[config.mk]
export PLATFORM = sky130hd
export DESIGN_NAME = lsu_ram_flat
export DESIGN_NICKNAME = d
export VERILOG_FILES = /design/src/rtl/lsu_pkg.sv /design/src/rtl/lsu_ram_if.sv /design/src/rtl/lsu_lane.sv /design/src/rtl/lsu_ram.sv /design/src/flat_wrapper.sv
export SDC_FILE = /design/constraint.sdc
export NUM_CORES = 1
export LEC_CHECK = 0
export BUFFER_PORTS_ARGS = -buffer_cell sky130_fd_sc_hd__buf_2
export CORE_MARGIN = 2
export CORE_UTILIZATION = 50
export DETAILED_ROUTE_END_ITERATION = 12
export GPL_TIMING_DRIVEN = 0
export HOLD_SLACK_MARGIN = 0.1
export MAX_ROUTING_LAYER = met4
export PLACE_DENSITY_LB_ADDON = 0.2
export SYNTH_ARGS = -nofsm -noshare
export SYNTH_HDL_FRONTEND = slang
export SYNTH_SLANG_ARGS = --single-unit
[constraint.sdc]
create_clock -name clock -period 5.8 [get_ports clock]
set_input_delay 0.58 -clock clock [delete_from_list [all_inputs] [get_ports clock]]
set_output_delay 0.58 -clock clock [all_outputs]
set_load 0.05 [all_outputs]
[src/rtl/lsu_pkg.sv]
// Shared definitions for the load/store unit that fronts the word-organised
// data RAM: RISC-V funct3 encodings, FSM state type, and request decode
// helpers used at accept time.
package lsu_pkg;

    localparam logic [2:0] F3_B  = 3'b000;
    localparam logic [2:0] F3_H  = 3'b001;
    localparam logic [2:0] F3_W  = 3'b010;
    localparam logic [2:0] F3_BU = 3'b100;
    localparam logic [2:0] F3_HU = 3'b101;

    typedef enum logic [2:0] {
        IDLE,
        RD,
        RMW_RD,
        WR,
        RESP,
        ERR
    } lsu_state_t;

    // Halfwords must be 2-byte aligned, words 4-byte aligned.
    function automatic logic is_misaligned(input logic [2:0] funct3,
                                           input logic [1:0] offset);
        logic mis;
        mis = 1'b0;
        case (funct3)
            F3_H, F3_HU: mis = offset[0];
            F3_W:        mis = (offset != 2'b00);
            default:     mis = 1'b0;
        endcase
        return mis;
    endfunction

    // Reserved encodings, plus the unsigned variants which have no store form.
    function automatic logic is_illegal(input logic       we,
                                        input logic [2:0] funct3);
        logic ill;
        ill = 1'b0;
        case (funct3)
            F3_B, F3_H, F3_W: ill = 1'b0;
            F3_BU, F3_HU:     ill = we;
            default:          ill = 1'b1;
        endcase
        return ill;
    endfunction

endpackage

[src/rtl/lsu_ram_if.sv]
// Bundle of the core-side request/response handshake and the RAM-side port.
// slave  : the load/store unit (consumes requests, drives the RAM)
// master : the environment (core + RAM) around it
interface lsu_ram_if #(
    parameter int unsigned AW = 10
);
    // core request
    logic          req_valid;
    logic          req_ready;
    logic          req_we;
    logic [2:0]    req_funct3;
    logic [31:0]   req_addr;
    logic [31:0]   req_wdata;
    // core response
    logic          resp_valid;
    logic          resp_err;
    logic [31:0]   resp_rdata;
    // RAM port
    logic [AW-1:0] ram_address;
    logic [31:0]   ram_data;
    logic          ram_wren;
    logic          ram_rden;
    logic [31:0]   ram_q;

    modport slave (
        input  req_valid, req_we, req_funct3, req_addr, req_wdata, ram_q,
        output req_ready, resp_valid, resp_err, resp_rdata,
               ram_address, ram_data, ram_wren, ram_rden
    );

    modport master (
        output req_valid, req_we, req_funct3, req_addr, req_wdata, ram_q,
        input  req_ready, resp_valid, resp_err, resp_rdata,
               ram_address, ram_data, ram_wren, ram_rden
    );
endinterface

[src/rtl/lsu_lane.sv]
// Byte/half lane handling for a 32-bit word.
// Ports:
//   funct3    in  access size/signedness
//   offset    in  byte offset within the word (addr[1:0])
//   word      in  word read from RAM
//   wdata     in  right-justified store data
//   load_data out extracted and sign/zero-extended load value
//   merged    out word with the addressed byte/half replaced by wdata
//                 (wdata itself for a full-word access)
module lsu_lane
    import lsu_pkg::*;
(
    input  logic [2:0]  funct3,
    input  logic [1:0]  offset,
    input  logic [31:0] word,
    input  logic [31:0] wdata,
    output logic [31:0] load_data,
    output logic [31:0] merged
);

    logic [7:0]  sel_byte;
    logic [15:0] sel_half;

    always_comb begin
        sel_byte = word[7:0];
        case (offset)
            2'd0: sel_byte = word[7:0];
            2'd1: sel_byte = word[15:8];
            2'd2: sel_byte = word[23:16];
            2'd3: sel_byte = word[31:24];
            default: sel_byte = word[7:0];
        endcase
        sel_half = offset[1] ? word[31:16] : word[15:0];
    end

    always_comb begin
        load_data = word;
        case (funct3)
            F3_B:    load_data = {{24{sel_byte[7]}}, sel_byte};
            F3_BU:   load_data = {24'h0, sel_byte};
            F3_H:    load_data = {{16{sel_half[15]}}, sel_half};
            F3_HU:   load_data = {16'h0, sel_half};
            default: load_data = word;
        endcase
    end

    always_comb begin
        merged = word;
        case (funct3)
            F3_B: begin
                case (offset)
                    2'd0: merged[7:0]   = wdata[7:0];
                    2'd1: merged[15:8]  = wdata[7:0];
                    2'd2: merged[23:16] = wdata[7:0];
                    2'd3: merged[31:24] = wdata[7:0];
                    default: merged = word;
                endcase
            end
            F3_H: begin
                if (offset[1]) merged[31:16] = wdata[15:0];
                else           merged[15:0]  = wdata[15:0];
            end
            F3_W:    merged = wdata;
            default: merged = word;
        endcase
    end

endmodule

[src/rtl/lsu_ram.sv]
// Load/store initiator for the 32-bit word RAM (combinational read,
// synchronous write). Byte-addressed RISC-V loads/stores are mapped onto
// word cycles: sub-word stores are read-modify-write, loads are lane
// extracted and extended, misaligned/illegal requests error out without
// touching memory.
// Ports:
//   clock    in  rising-edge clock
//   reset_n  in  asynchronous active-low reset
//   bus      slave modport of lsu_ram_if (request, response, RAM port)
module lsu_ram
    import lsu_pkg::*;
#(
    parameter int unsigned mem_depth = 1024,
    parameter int unsigned size      = 32
) (
    input  logic       clock,
    input  logic       reset_n,
    lsu_ram_if.slave   bus
);

    localparam int unsigned AW = $clog2(mem_depth);

    lsu_state_t      state;
    lsu_state_t      state_next;

    logic            we_q;
    logic [2:0]      f3_q;
    logic [1:0]      off_q;
    logic [AW-1:0]   word_q;
    logic [size-1:0] wdata_q;
    logic [size-1:0] merge_q;
    logic [size-1:0] rdata_q;

    logic [31:0]     lane_load;
    logic [31:0]     lane_merged;
    logic            accept;
    logic            bad_req;

    // Byte address bits above the word index wrap modulo mem_depth.
    logic            unused_addr_bits;
    assign unused_addr_bits = ^bus.req_addr[31:AW+2];

    assign accept  = (state == IDLE) && bus.req_valid;
    assign bad_req = is_misaligned(bus.req_funct3, bus.req_addr[1:0]) ||
                     is_illegal(bus.req_we, bus.req_funct3);

    lsu_lane u_lane (
        .funct3    (f3_q),
        .offset    (off_q),
        .word      (bus.ram_q),
        .wdata     (wdata_q),
        .load_data (lane_load),
        .merged    (lane_merged)
    );

    always_ff @(posedge clock or negedge reset_n) begin
        if (!reset_n) begin
            state   <= IDLE;
            we_q    <= 1'b0;
            f3_q    <= '0;
            off_q   <= '0;
            word_q  <= '0;
            wdata_q <= '0;
            merge_q <= '0;
            rdata_q <= '0;
        end else begin
            state <= state_next;
            if (accept) begin
                we_q    <= bus.req_we;
                f3_q    <= bus.req_funct3;
                off_q   <= bus.req_addr[1:0];
                word_q  <= bus.req_addr[AW+1:2];
                wdata_q <= bus.req_wdata;
                // Cleared so stores and errors report zero read data.
                rdata_q <= '0;
            end
            if (state == RD)     rdata_q <= lane_load;
            if (state == RMW_RD) merge_q <= lane_merged;
        end
    end

    always_comb begin
        state_next = state;
        case (state)
            IDLE: begin
                if (bus.req_valid) begin
                    if (bad_req)            state_next = ERR;
                    else if (!bus.req_we)   state_next = RD;
                    else if (bus.req_funct3 == F3_W) state_next = WR;
                    else                    state_next = RMW_RD;
                end
            end
            RD:      state_next = RESP;
            RMW_RD:  state_next = WR;
            WR:      state_next = RESP;
            RESP:    state_next = IDLE;
            ERR:     state_next = IDLE;
            default: state_next = IDLE;
        endcase
    end

    always_comb begin
        bus.req_ready   = (state == IDLE);
        bus.resp_valid  = (state == RESP) || (state == ERR);
        bus.resp_err    = (state == ERR);
        bus.resp_rdata  = rdata_q;
        bus.ram_address = word_q;
        bus.ram_rden    = (state == RD) || (state == RMW_RD);
        bus.ram_wren    = (state == WR);
        bus.ram_data    = '0;
        if (state == WR) begin
            bus.ram_data = (f3_q == F3_W) ? wdata_q : merge_q;
        end
    end

endmodule

[src/flat_wrapper.sv]
// flat-port wrapper written by rule: the top's interface ports become plain ports
module lsu_ram_flat import lsu_pkg::*;
#(
    parameter int unsigned mem_depth = 1024,
    parameter int unsigned size      = 32
)
  (clock, reset_n, bus_req_valid, bus_req_we, bus_req_funct3, bus_req_addr, bus_req_wdata, bus_ram_q, bus_req_ready, bus_resp_valid, bus_resp_err, bus_resp_rdata, bus_ram_address, bus_ram_data, bus_ram_wren, bus_ram_rden);
  lsu_ram_if #(.AW(10)) bus_i ();
  input  logic clock;
  input  logic reset_n;
  input wire logic [$bits(bus_i.req_valid)-1:0] bus_req_valid;
  input wire logic [$bits(bus_i.req_we)-1:0] bus_req_we;
  input wire logic [$bits(bus_i.req_funct3)-1:0] bus_req_funct3;
  input wire logic [$bits(bus_i.req_addr)-1:0] bus_req_addr;
  input wire logic [$bits(bus_i.req_wdata)-1:0] bus_req_wdata;
  input wire logic [$bits(bus_i.ram_q)-1:0] bus_ram_q;
  output wire logic [$bits(bus_i.req_ready)-1:0] bus_req_ready;
  output wire logic [$bits(bus_i.resp_valid)-1:0] bus_resp_valid;
  output wire logic [$bits(bus_i.resp_err)-1:0] bus_resp_err;
  output wire logic [$bits(bus_i.resp_rdata)-1:0] bus_resp_rdata;
  output wire logic [$bits(bus_i.ram_address)-1:0] bus_ram_address;
  output wire logic [$bits(bus_i.ram_data)-1:0] bus_ram_data;
  output wire logic [$bits(bus_i.ram_wren)-1:0] bus_ram_wren;
  output wire logic [$bits(bus_i.ram_rden)-1:0] bus_ram_rden;
  assign bus_i.req_valid = bus_req_valid;
  assign bus_i.req_we = bus_req_we;
  assign bus_i.req_funct3 = bus_req_funct3;
  assign bus_i.req_addr = bus_req_addr;
  assign bus_i.req_wdata = bus_req_wdata;
  assign bus_i.ram_q = bus_ram_q;
  assign bus_req_ready = bus_i.req_ready;
  assign bus_resp_valid = bus_i.resp_valid;
  assign bus_resp_err = bus_i.resp_err;
  assign bus_resp_rdata = bus_i.resp_rdata;
  assign bus_ram_address = bus_i.ram_address;
  assign bus_ram_data = bus_i.ram_data;
  assign bus_ram_wren = bus_i.ram_wren;
  assign bus_ram_rden = bus_i.ram_rden;
  lsu_ram #(.mem_depth(mem_depth), .size(size)) u_core (.clock(clock), .reset_n(reset_n), .bus(bus_i));
endmodule
# After elaboration in Yosys (flattened, before gate mapping)
# Cells that the tools add are included.
word_totals:
  regBits: 114
  in_bits: 103
  output_inout_bits: 79
  word_cells: 59
classes:
  n_eq_ne: 17
  mux: 21
  n_reduce_logical: 14
ops:
  columns: ["operator", "n"]
  rows:
  - ["two-way mux 32 bit", 4]
  - ["one-hot mux 32 bit (4 select lines)", 1]
  - ["one-hot mux 32 bit (3 select lines)", 1]
  - ["two-way mux 16 bit", 3]
  - ["two-way mux 8 bit", 4]
  - ["one-hot mux 8 bit (4 select lines)", 1]
  - ["equality test 3 bit (second input constant)", 6]
  - ["equality test 3 x 2 -> 1 bit (second input constant)", 4]
  - ["equality test 3 x 1 -> 1 bit (second input constant)", 3]
  - ["logical NOT 3 bit", 3]
  - ["two-way mux 3 bit", 3]
  - ["one-hot mux 3 bit (3 select lines)", 1]
  - ["OR reduction 2 bit", 3]
  - ["equality test 2 bit (second input constant)", 2]
  - ["one-hot mux 1 bit (2 select lines)", 2]
  - ["nonzero test 2 bit", 2]
  - ["logical OR 1 bit", 3]
  - ["OR reduction 3 bit", 1]
  - ["equality test 2 x 1 -> 1 bit (second input constant)", 1]
  - ["logical NOT 2 bit", 1]
  - ["inequality test 2 bit (second input constant)", 1]
  - ["logical AND 1 bit", 1]
  - ["two-way mux 1 bit", 1]

# Logic depth before layout (Yosys ltp)
depth:
  word_depth: 7
  depth_mapped: 8
  depth_no_buf: 4

# By module
# A second synthesis with hierarchy kept.
unflattened:
  hier_cells: 607
  hier_area_um2: 6292.3
by_module_without_submodules:
  columns: ["module", "instances", "cells_each", "area_each_um2", "seq_area_each_um2"]
  rows:
  - ["lsu_ram", 1, 373, 4858.4, 2852.7]
  - ["lsu_lane", 1, 234, 1433.9, 0.0]

# Least setup slack after synthesis
# OpenSTA, ideal clock, no wires.
synth_timing:
  kind: "flip-flop to output port"
  startpoint: "register u_core.f3_q[0]"
  endpoint: "output bus_ram_data[7]"
  arrival_ns: 2.347
  required_ns: 5.220
  slack_ns: 2.873
  stages_incl_launch_ff: 7
  n_path_buf: 3
  cell_sequence: "dfrtp_1 -> clkbuf_1 -> nor3b_1 -> buf_2 -> buf_1 -> nand2_1 -> a21oi_1"
synth_via:
  elab_chain_len: 3
synth_lines:
  columns: ["element", "line", "source"]
  rows:
  - ["start: declaration", "lsu_ram.sv:27", "logic [2:0] f3_q;"]
  - ["start signal: assignment", "lsu_ram.sv:70", "f3_q <= bus.req_funct3;"]
  - ["equality test 3 x 2 -> 1 bit", "lsu_ram.sv:112", "bus.ram_data = (f3_q == F3_W) ? wdata_q : merge_q;"]
  - ["two-way mux 32 bit", "lsu_ram.sv:112", null]
  - ["two-way mux 32 bit", "lsu_ram.sv:111", "if (state == WR) begin"]
  - ["end: declaration", "flat_wrapper.sv:22", "output wire logic [$bits(bus_i.ram_data)-1:0] bus_ram_data;"]
# Every way passes these cells.

# Worst setup path after layout
layout_timing:
  startpoint: "register u_core.f3_q[0]"
  endpoint: "output bus_ram_data[14]"
# Same word-level chain as after synthesis.

==> summary by stage <==
Outcome
The run finished with clean final reports.

Synth
The largest family of logic cells by synthesized area is compound AO/OA/AOI/OAI gates. The share of synthesized area in the top cell type comes to 0.430. By area the synthesized netlist is led by sky130_fd_sc_hd__dfrtp_1 (43%), sky130_fd_sc_hd__mux2_2 (14%), sky130_fd_sc_hd__nand2_1 (5.7%), sky130_fd_sc_hd__o21ai_0 (4.3%), sky130_fd_sc_hd__a21oi_1 (4.1%). The register area share after synthesis is 0.430. The number of synthesized flops with an enable pin is 0. The number of distinct library cell variants in the gate-level netlist after synthesis is 43. The average instance in the mapped netlist occupies 9.79 um^2.

The number of synthesized register bits is 114. The compound-cell area share of the yosys netlist is 0.245. Synthesis produced a netlist whose cell count is 678. Of the total synthesized cell area, the portion taken by XOR and XNOR cells is 0.

The dominant register cell in the synthesized netlist is sky130_fd_sc_hd__dfrtp_1. The portion of synthesized area spent on multiplexers is 0.184. Sorting the synthesized cells by how often they occur yields sky130_fd_sc_hd__dfrtp_1 (114), sky130_fd_sc_hd__nand2_1 (101), sky130_fd_sc_hd__mux2_2 (84), sky130_fd_sc_hd__o21ai_0 (57). The simple logic cell fraction of the synthesized area is 0.0963. The adder and majority cell fraction of the synthesized area is 0. By instance count, the leading cell after synthesis is sky130_fd_sc_hd__dfrtp_1. The post-synthesis instance area is 6640 um^2.

During synthesis, Yosys emitted a total of 0 warnings. The cell taking the most area after synthesis is sky130_fd_sc_hd__dfrtp_1. The fraction of registers with async set/reset is 1.00. Synthesis produced a netlist with a net count of 781.

Hold path
The kind of path behind the tightest hold check is input pin to flip-flop. The number of cells on the worst hold path is 2. The origin of the worst min-delay path is bus_req_wdata[9]. The worst hold path terminates at u_core.wdata_q[9]$_DFFE_PN0P_.

Critical path
The required time of the critical path is 5.22 ns. The kind of cell with the highest combined delay along the critical path is buffers and inverters. The worst setup path is launched from a flip-flop. In this run the critical register-to-register path is launched from u_core.f3_q[0]$_DFFE_PN0P_.

The largest single stage delay on the critical path is 0.65 ns. Counting cells, the worst reg-to-reg path comes to 5. Traced cell by cell, the critical path runs through clkbuf_1 -> nor3b_1 -> buf_2 -> buf_1 -> nand2_1 -> a21oi_1 -> buf_2. STA classifies the critical path endpoint as a primary output.

The most prevalent standard cell on the critical path is sky130_fd_sc_hd__buf_2. The worst endpoint data arrival time is 3.26 ns. Counting both buffers and inverters, the worst setup path holds a total of 4. The endpoint identified for the worst register-to-register timing path is u_core.bus.resp_rdata[10]$_DFFE_PN0P_. The peak fanout along the critical path is 10. The critical-path cell with the highest stage delay is sky130_fd_sc_hd__nor3b_1. The register-to-register setup slack is 3.16 ns.

The worst setup path is of the flip-flop to primary output kind.

Timing
The aggregate negative setup slack is 0 ns. The worst slew slack as a fraction of its limit is 0.251. The final critical-path setup slack is 1.96 ns. The worst clock skew on the final layout is 0.00725 ns. The max-slew violation count was 0.

The minimum clock period after layout is 3.84 ns. The highest achievable clock rate is 261 MHz. For the pin with the worst max-slew slack, the measured transition is 1.11 ns.

The final critical-path share of the clock period is 0.661. The count of endpoints failing hold in the final timing report is 0. Setup repair after global routing left no endpoint under its margin. The setup-violating endpoint count in the final report is 0.

Routing
The sum of met2 wire segment lengths after detailed routing is 11.1 mm. The overall routed net length is 23.2 mm. The first detailed-routing pass took 6 iterations. The final routed wire length divided by cell count is 22.1 um.

The number of nets with antenna violations after routing is 0. Signal routing reaches up to met4. Dividing the detail-routed via count by the number of cells gives 6.24.

The routed metal-1 wire length is 9.69 mm. The first routing iteration left 617 violations. The met3 wire length is 1.73 mm.

For this run, design rule violations remaining after detail routing come to 0. The total number of vias is 6,542.

Placed design
Input and output buffers added on the ports amount to 161. The congestion estimate from routability-driven global placement came to 0.985. The worst setup slack after placement is 2.48 ns. The sum of net half-perimeters after detailed placement is 17.0 mm.

Clocking
The number of sinks on the clock net is 114. Buffers added to address setup during post-CTS repair amount to 0. The maximum level of the CTS H-tree is 4. CTS placed an instance of sky130_fd_sc_hd__clkbuf_16 at the clock tree root.

The clock insertion delay at the later pin of the skew report is 0.42 ns. The clock tree buffer depth is 2. Gates resized during post-CTS repair numbered 0. The CTS clock-pin slew for the worst setup and hold paths is 0.06 ns. The clock tree from TritonCTS is done. The number of buffers inserted during clock tree synthesis is 17. The number of buffers inserted for hold repair after clock tree synthesis is 1.

Finish
0 antenna diodes ended up in the layout. The number of fill cells is 1,087. The number of nets in the layout is 963. The area added between synthesis and finish is 25.1%.

The fraction of final layout cells with drive strength greater than 1 is 0.369.

Floorplanning
After floorplanning, the core was divided into 42 placement rows. 182 I/O pins were placed. For this configuration, the core starts out at a cell density of 0.507.

The region available for standard cell placement spans 13,100 um^2. The area enclosed by the die boundary is 14,200 um^2. The horizontal die dimension is 119 um.

In this run the vertical extent of the chip is 119 um.

Global routing
The number of antenna violations at the first check in global routing is 0. The via count of the first global-routing pass is 6,420. The first global-routing pass estimated 36.1 mm of wire.

The leftover overflow at the end of global routing is 0. Entering global routing, the biggest net connects 84 pins. For this run, the total global-route usage over all layers was measured as 0.343.

Job
Across the run, the number of max-cap violations was 0.

Power and ir drop
The leakage power is 3.85 nW. The total power divided by cell area is 604 nW/um^2. IR analysis of the VDD net gives a maximum drop of 334 uV.
## cells in the final DEF (no fill, tap or decap), types with 2 or more instances in the layout
cell	instances
sky130_fd_sc_hd__o211a_1	9
sky130_fd_sc_hd__o2111ai_1	15
sky130_fd_sc_hd__a21oi_1	55
sky130_fd_sc_hd__a31oi_1	9
sky130_fd_sc_hd__nand2_1	101
sky130_fd_sc_hd__nor3b_1	2
sky130_fd_sc_hd__o31ai_1	7
sky130_fd_sc_hd__nor2b_1	11
sky130_fd_sc_hd__dfrtp_1	114
sky130_fd_sc_hd__or3b_1	2
sky130_fd_sc_hd__mux2i_1	25
sky130_fd_sc_hd__buf_1	4
sky130_fd_sc_hd__buf_6	2
sky130_fd_sc_hd__clkinv_2	6
sky130_fd_sc_hd__clkbuf_1	57
sky130_fd_sc_hd__or3_1	2
sky130_fd_sc_hd__clkinvlp_4	2
sky130_fd_sc_hd__o21a_1	7
sky130_fd_sc_hd__o221a_2	15
sky130_fd_sc_hd__a221o_2	16
sky130_fd_sc_hd__nand2b_1	5
sky130_fd_sc_hd__buf_2	169
sky130_fd_sc_hd__a211oi_1	9
sky130_fd_sc_hd__a21o_1	3
sky130_fd_sc_hd__nor2_1	15
sky130_fd_sc_hd__nor3_1	3
sky130_fd_sc_hd__mux2_2	84
sky130_fd_sc_hd__o21ai_0	57
sky130_fd_sc_hd__o22ai_1	18
sky130_fd_sc_hd__clkbuf_8	2
sky130_fd_sc_hd__clkbuf_16	17
sky130_fd_sc_hd__a2111oi_0	7
sky130_fd_sc_hd__bufinv_16	3
sky130_fd_sc_hd__inv_1	4
## final cells by class
type	count	area [um^2]	share of cell area
buffer	70	283	0.0341
clock buffer	21	460	0.0555
clock inverter	11	135	0.0163
inverter	4	15.0	0.00181
multi-input combinational	490	3490	0.420
sequential	114	2850	0.344
tap	176	220	0.0265
timing repair buffer	163	850	0.102
## cells by family after synthesis
kind of cell / Yosys count
AO/OA/AOI/OAI: 233
AND/OR/NAND/NOR: 147
flip-flops: 114
multiplexers: 110
buffers and inverters: 74
## per-stage QoR
step	instance area [um^2]	std cells	hold WS, ns	utilization	total power [mW]
3_3_place_gp	7660	1015	0.459	0.586	3.84
3_5_place_dp	7700	1016	0.466	0.588	3.91
2_1_floorplan	6640	678	0.284	-	3.21
5_1_grt	8300	1049	0.385	0.635	5.29
6_report	8300	1049	0.394	0.635	5.02
4_1_cts	8300	1049	0.384	0.635	4.99
## flip-flops by register name, summed over array words and instances, names as in the netlist
signal	cells
u_core.bus.resp_rdata	32
u_core.merge_q	32
u_core.wdata_q	32
u_core.bus.ram_address	10
u_core.f3_q	3
u_core.state	3
u_core.off_q	2
## report_power, final
part,internal [mW],switching [mW],total [mW]
Combinational,0.937,1.64,2.58
Sequential,1.15,0.219,1.37
Clock,0.693,0.375,1.07
## metal layers
layer  global-route usage  vias to the layer above
li1                     -                     2899
met1                0.453                     3245
met2                0.523                      339
met3               0.0551                       59
met4                0.153                        0
met5                    -                        -
## how the worst max path moves through the flow
stage,depth (start not counted),endpoint,startpoint
after floorplan,6,bus_ram_data[7],u_core.f3_q[0]$_DFFE_PN0P_
after global placement,7,bus_ram_data[14],u_core.f3_q[0]$_DFFE_PN0P_
after detailed placement,7,bus_ram_data[14],u_core.f3_q[0]$_DFFE_PN0P_
after CTS,7,bus_ram_data[14],u_core.f3_q[0]$_DFFE_PN0P_
after global routing,7,bus_ram_data[12],u_core.f3_q[0]$_DFFE_PN0P_
final,7,bus_ram_data[14],u_core.f3_q[0]$_DFFE_PN0P_
No activity file was read; power rests on OpenSTA's default activity.
